<file path="config.mk">
export PLATFORM = sky130hd
export DESIGN_NAME = pipe_mult_acc
export DESIGN_NICKNAME = d
export VERILOG_FILES = /design/src/rtl/pipe_mult_acc.sv
export SDC_FILE = /design/constraint.sdc
export NUM_CORES = 2
export LEC_CHECK = 0
export ABC_AREA = 1
export CAP_MARGIN = 30
export CORE_MARGIN = 3
export CORE_UTILIZATION = 66
export CTS_CLUSTER_DIAMETER = 50
export DETAILED_ROUTE_END_ITERATION = 10
export PLACE_DENSITY = 0.88
export SYNTH_ARGS = -nofsm -noshare
export SYNTH_HDL_FRONTEND = slang
export SYNTH_SLANG_ARGS = --single-unit
</file>
<file path="constraint.sdc">
create_clock -name clk -period 14.18 [get_ports clk]
set_input_delay 3.545 -clock clk [delete_from_list [all_inputs] [get_ports clk]]
set_output_delay 3.545 -clock clk [all_outputs]
set_load 0.02 [all_outputs]
</file>
<file path="src/rtl/pipe_mult_acc.sv">
// Pipelined signed multiply-accumulate with rounding shift and saturate/wrap output.
// Latency: STAGES clocks pipe_in -> pipe_out; one sample per clock, bubbles allowed.
// Backpressure: none; each stage is clock-enabled by the valid bit travelling with it.
module pipe_mult_acc #(
  parameter int A_WIDTH   = 25,
  parameter int B_WIDTH   = 18,
  parameter int STAGES    = 3,
  parameter int ACC_WIDTH = 48,
  parameter int OUT_SHIFT = 0,
  parameter int OUT_WIDTH = 43,
  parameter int SATURATE  = 1
) (
  input  logic                        clk,
  input  logic                        reset,
  input  logic                        pipe_in,
  input  logic signed [A_WIDTH-1:0]   a,
  input  logic signed [B_WIDTH-1:0]   b,
  input  logic                        acc_en,
  input  logic                        acc_clr,
  output logic                        pipe_out,
  output logic signed [OUT_WIDTH-1:0] p,
  output logic                        ovf
);

  localparam int PW   = A_WIDTH + B_WIDTH;
  localparam int LAST = STAGES - 2;
  localparam logic signed [ACC_WIDTH:0]   RND   = ((ACC_WIDTH+1)'(1) << OUT_SHIFT) >> 1;
  localparam logic signed [OUT_WIDTH-1:0] MAX_P = {1'b0, {(OUT_WIDTH-1){1'b1}}};
  localparam logic signed [OUT_WIDTH-1:0] MIN_P = {1'b1, {(OUT_WIDTH-1){1'b0}}};

  logic [STAGES-1:0]          pipe;
  logic signed [A_WIDTH-1:0]  a_r;
  logic signed [B_WIDTH-1:0]  b_r;
  logic                       en_r;
  logic                       clr_r;
  logic signed [PW-1:0]       mult;
  // Index k holds the product/control registered by stage k (1..STAGES-2).
  logic signed [PW-1:0]       prod_q [1:LAST];
  logic                       en_q   [1:LAST];
  logic                       clr_q  [1:LAST];
  logic signed [ACC_WIDTH-1:0] acc;
  logic signed [ACC_WIDTH-1:0] acc_base;
  logic signed [ACC_WIDTH-1:0] acc_next;
  logic signed [ACC_WIDTH:0]   rnd_sum;
  logic signed [ACC_WIDTH:0]   r;
  logic                        r_fits;
  logic signed [OUT_WIDTH-1:0] p_next;

  assign pipe_out = pipe[STAGES-1];
  assign mult     = PW'(a_r) * PW'(b_r);

  always_comb begin
    acc_base = (en_q[LAST] && !clr_q[LAST]) ? acc : '0;
    acc_next = acc_base + ACC_WIDTH'(prod_q[LAST]);
    // One extra bit keeps the rounding add from overflowing.
    rnd_sum  = (ACC_WIDTH+1)'(acc_next) + RND;
    r        = rnd_sum >>> OUT_SHIFT;
    r_fits   = (&r[ACC_WIDTH:OUT_WIDTH-1]) || !(|r[ACC_WIDTH:OUT_WIDTH-1]);
    if (r_fits || SATURATE == 0) begin
      p_next = r[OUT_WIDTH-1:0];
    end else begin
      p_next = r[ACC_WIDTH] ? MIN_P : MAX_P;
    end
  end

  always_ff @(posedge clk) begin
    if (reset) begin
      pipe  <= '0;
      a_r   <= '0;
      b_r   <= '0;
      en_r  <= 1'b0;
      clr_r <= 1'b0;
      for (int k = 1; k <= LAST; k++) begin
        prod_q[k] <= '0;
        en_q[k]   <= 1'b0;
        clr_q[k]  <= 1'b0;
      end
      acc <= '0;
      p   <= '0;
      ovf <= 1'b0;
    end else begin
      pipe <= {pipe[STAGES-2:0], pipe_in};
      if (pipe_in) begin
        a_r   <= a;
        b_r   <= b;
        en_r  <= acc_en;
        clr_r <= acc_clr;
      end
      if (pipe[0]) begin
        prod_q[1] <= mult;
        en_q[1]   <= en_r;
        clr_q[1]  <= clr_r;
      end
      for (int k = 2; k <= LAST; k++) begin
        if (pipe[k-1]) begin
          prod_q[k] <= prod_q[k-1];
          en_q[k]   <= en_q[k-1];
          clr_q[k]  <= clr_q[k-1];
        end
      end
      if (pipe[LAST]) begin
        acc <= acc_next;
        p   <= p_next;
        ovf <= !r_fits;
      end
    end
  end

endmodule

</file>
* Yosys cells after proc, flatten, opt, wreduce, memory -nomap -nowiden
Memory sizes are Yosys's and may differ from the RTL's.
Cells that the tools add are included.
Widths: inputs -> output; s select.
** Word-level totals
- Bits of input ports :: 48
- Word-level logic and storage cells :: 34
- Output and inout port bits :: 45
- RAM bits :: 45
- Register bits :: 140
- Memories :: 3
** Cells by class
- Bitwise gates (word level) :: 3
- Multiplexer cells :: 11
- $mul :: 1
- Reductions and logical operators :: 7
- Add/sub/neg operators :: 1
** Memories
- prod_q :: words 1, width 43, read ports 1, clocked after Yosys merged registers in 0, wr ports 1, RTL line 38 : logic signed [PW-1:0] prod_q [1:LAST];
- clr_q :: words 1, width 1, read ports 1, clocked after Yosys merged registers in 0, wr ports 1, RTL line 40 : logic clr_q [1:LAST];
- en_q :: words 1, width 1, read ports 1, clocked after Yosys merged registers in 0, wr ports 1, RTL line 39 : logic en_q [1:LAST];
** Operator list (count)
- $mux 43 :: 3
- $add 48x43->48 :: 1
- $mux 48 :: 1
- $mul 25x18->43 :: 1
- $mux 1 :: 7
- $reduce_and 6->1 :: 1
- $reduce_or 6->1 :: 1
- $logic_not 1->1 :: 3
- $or 1x1->1 :: 3
- $logic_and 1x1->1 :: 1
- $logic_or 1x1->1 :: 1

* Depth between registers and ports, before layout
- Depth after elaboration :: 8
- Mapped depth :: 30
- Gate-level depth less buffers :: 28

* Worst setup path after synthesis
Ideal clock, no wire load.
- Path type :: register to register
- Start :: register a_r[14]
- End :: memory prod_q[1][37] (netlist bit) (data pin)
- Clock period less this slack :: 5962 ps
- Path slack :: 8218 ps
- Arrival time :: 5705 ps
- Required time :: 13923 ps
- Cell stages (with the launch flop) :: 27
- Library setup time :: 257 ps
- Path buffers :: 2
- Path through :: dfxtp_1 > clkbuf_1 > buf_1 > nand2_1 > fa_1 > inv_1 > fa_1 > inv_1 > fa_1 > inv_1 > fa_1 > fa_1 > inv_1 > fa_1 > inv_1 > ha_1 > nand2_1 > nor2_1 > inv_1 > nor3_1 > nand3_1 > nand3_1 > a21boi_0 > o21ai_0 > nand2_1 > a21boi_0 > nor2_1
** On the way
- Longest elaborated chain between the ends :: 2
** Ends and longest elaborated chain
- start: declaration :: RTL line 32 : logic signed [A_WIDTH-1:0] a_r;
- start signal: assignment :: RTL line 69 : a_r <= '0;
- start signal: assignment :: RTL line 84 : a_r <= a;
- $mul 25x18->43 :: RTL line 50 : assign mult = PW'(a_r) * PW'(b_r);
- $mux 43 (no line)
- end: declaration :: RTL line 38
No other way between the ends.

* Final worst setup path
- Start :: register b_r[3]
- End :: memory prod_q[1][34] (netlist bit) (data pin)
** On the way
- Longest elaborated chain between the ends :: 2
** Ends and longest elaborated chain
- start: declaration :: RTL line 33 : logic signed [B_WIDTH-1:0] b_r;
- start signal: assignment :: RTL line 70 : b_r <= '0;
- start signal: assignment :: RTL line 85 : b_r <= b;
- $mul 25x18->43 :: RTL line 50
- $mux 43 (no line)
No other way between the ends.

==> results.cfg <==
[timing]
drv_slew = 0
skew_ns = 0.01796
final_hold_viol_count = 0
relSlewSlack = 0.2401
finalSetupViolCount = 0
rsz0062_at_grt = false
fin_crit_sh = 0.5014
timing.setup.tns_ns = 0
fin_crit_ns = 7.110
fmax_mhz = 140.7
worst_pin_slew_ns = 1.138

[final_layout]
drive_gt1_frac = 0.03179
fillers = 3114
register_area_mm2 = 0.004158
fin_util = 0.7213
layout_common_cells = inv_1, nand2_1, fa_1
layout_commonest_cell = inv_1
n_antenna_cell = 0
area_delta_synth_final_pct = 6.944
fin_nets = 4280
multi_input_area_mm2 = 0.01866

[cts]
cts-root-buf = clkbuf_16
cts_max_path_buffers = 2
cts_tree = done
hold_buffers = 0
worstSkewPairLatency_ns = 0.51
cts_setup_buffers = 0
cts-buffers-inserted = 17
cts_resized = 0
clk_pin_slew_worst_paths_ns = 0.08
htree_levels = 4
cts_sinks = 185

[logic_synthesis]
syn_inst = 3663
synth_seq_area_share = 0.1536
syn_area_mm2 = 0.02705
synth-async-reset-ratio = 0
synth-seq-cells = 185
synth_cell_types = 42
yosysWarnings = 0
synth_ff_type = dfxtp_1
synth_edf_count = 45
synth_area_per_cell_um2 = 7.384
synthesis.nets = 4307

[grt]
track_usage = 0.3381
grt_pass1_wl_mm = 117.6
antenna_found_initial = 0
grt_pass1_vias = 23620
grt_overflow = 0
grt_max_degree = 103

[worst_hold_path]
hold_path_depth = 2
hold_path_startpoint = acc[0]
min_path_type = reg -> reg
min_to = acc[0]

[detailed_routing]
first_iter_violations = 1859
wirelength_mm = 71.13
ant_nets = 0
drc = 0
routed_via_density = 5.465
wl_per_cell_um = 17.04
vias = 22810
drt_pass1_iterations = 6

[place]
portBuffers = 92
finalWeightedCongestion = 0.9967
dp_hpwl_mm = 56.66

[die]
die_w_um = 208.4
die_height_um = 208.4
dieArea_mm2 = 0.04344
num_io_pins = 93
core_area_mm2 = 0.04010
rows = 73
initial_core_util = 0.6745

[job]
cap_violations = 0

[worst_setup_path]
reg2reg_to = prod_q[1][34]
ff2ff_path_depth = 21
crit_buf_inv = 3
ff2ff_setup_slack_ns = 7.07
critical_path_class = reg -> reg
worstPathRequired_ns = 14.44
crit_chain = nand2_1 -> fa_1 -> fa_1 -> fa_1 -> fa_1 -> inv_1 -> fa_1 -> inv_1 -> fa_1 -> inv_1 -> ha_1 -> a21oi_1 -> o21ai_0 -> a21oi_1 -> o21ai_0 -> a21boi_0 -> o221ai_1 -> nand2_1 -> nand3_1 -> nand2_1 -> nor2_1
cp-start-kind = register
cp.depth = 21
cp_top_family = adder cells
endpoint_kind = register
arrival_ns = 7.37
cp_slowest_cell = dfxtp_1
slowest_delay_ns = 1.04
path_max_fanout = 26
r2r_start = b_r[3]
cpMostUsedCell = fa_1

[power]
irDropWorstVdd_mv = 0.1267
powerDensity_mw_per_mm2 = 99.13
leakagePower_nw = 15.61

[outcome]
status = completed
## layout make-up
type                       instances  share of cell area
multi-input combinational       2359              0.6451
sequential                       185              0.1437
inverter                         961              0.1248
timing repair buffer             112             0.04283
tap                              525             0.02271
clock buffer                      18             0.01484
clock inverter                    14            0.006056
## worst reg2reg max path, stage by stage, from the launching register on
cell      delay (ns)
dfxtp_1         1.04
nand2_1         0.21
fa_1            0.54
fa_1            0.59
fa_1            0.47
fa_1            0.54
inv_1           0.05
fa_1            0.47
inv_1           0.05
fa_1            0.48
inv_1           0.05
ha_1            0.35
a21oi_1         0.25
o21ai_0         0.13
a21oi_1         0.25
o21ai_0         0.23
a21boi_0        0.47
o221ai_1        0.32
nand2_1         0.20
nand3_1         0.08
nand2_1         0.06
nor2_1          0.04
## synth_stat cells (4+ instances only)
master / instances / share of area
dfxtp_1: 140 / 0.10
o21a_1: 6 / 0.0017
nand2_1: 879 / 0.12
o21bai_1: 13 / 0.0036
a21oi_2: 6 / 0.0019
or2_2: 12 / 0.0028
a21o_1: 6 / 0.0017
o221ai_1: 4 / 0.0013
nand3_2: 4 / 0.0015
inv_2: 9 / 0.0012
nor4_1: 5 / 0.0012
nand2_2: 10 / 0.0023
nand4_1: 18 / 0.0042
inv_1: 950 / 0.13
o211a_1: 4 / 0.0015
nor2_2: 16 / 0.0037
a21oi_1: 179 / 0.033
ha_1: 154 / 0.071
o21ai_0: 157 / 0.029
xnor2_1: 23 / 0.0074
clkbuf_1: 120 / 0.017
nor2_1: 277 / 0.038
edfxtp_1: 45 / 0.050
o211ai_1: 37 / 0.010
buf_1: 28 / 0.0039
nand3_1: 61 / 0.011
buf_2: 5 / 0.00093
nor3_1: 11 / 0.0020
a31oi_1: 8 / 0.0019
fa_1: 442 / 0.33
xor2_1: 13 / 0.0042
## power by group
part	internal [W]	switching [W]	total, W
Clock	0.000239	0.000260	0.000499
Sequential	0.000595	0.0000713	0.000666
Combinational	0.000612	0.00109	0.00170
Total	0.00144	0.00142	0.00287
## kinds of logic after synthesis
family | share of synthesized area
AOI/OAI and AO/OA | 0.08831
xor gates and xnor gates | 0.01166
adders and majority gates | 0.3984
buffers and inverters | 0.1566
DFF | 0.1536
and+or+nand+nor | 0.1914
## flip-flops by register name, summed over array words and instances, names as in the netlist
| signal | count |
|---|---|
| ovf | 1 |
| p | 43 |
| prod_q | 43 |
| clr_r | 1 |
| a_r | 25 |
| pipe | 3 |
| b_r | 18 |
| en_r | 1 |
| acc | 48 |
| en_q | 1 |
| clr_q | 1 |
## per-layer routing
layer / track usage / share of wire / wire length (um)
met5: 0 / 0 / 0
met4: 0.1525 / 0.044 / 3145
met3: 0.07615 / 0.099 / 7033
met2: 0.5479 / 0.46 / 32820
met1: 0.4369 / 0.40 / 28130
## worst max path at each step
| stage | from | end |
|---|---|---|
| after floorplan | a_r[14] | prod_q[1][37] |
| after global placement | b_r[4] | prod_q[1][34] |
| after detailed placement | b_r[3] | prod_q[1][42] |
| after CTS | b_r[3] | prod_q[1][42] |
| after global routing | b_r[3] | prod_q[1][37] |
| final | b_r[3] | prod_q[1][34] |
## per-stage QoR
| step | instances | hold slack [ns] | cell area [um^2] | power [W] | setup WS [ns] |
|---|---|---|---|---|---|
| after floorplan | 3663 | 0.4315 | 27050 | 0.001887 | 8.218 |
| after global placement | 4132 | 0.4464 | 28080 | 0.002294 | 7.330 |
| after detailed placement | 4139 | 0.4459 | 28250 | 0.002340 | 7.279 |
| after CTS | 4171 | 0.4591 | 28850 | 0.002847 | 7.254 |
| after global routing | 4174 | 0.4720 | 28920 | 0.003131 | 6.798 |
| final | 4174 | 0.4581 | 28920 | 0.002867 | 7.071 |
No activity file was read; power rests on OpenSTA's default activity.
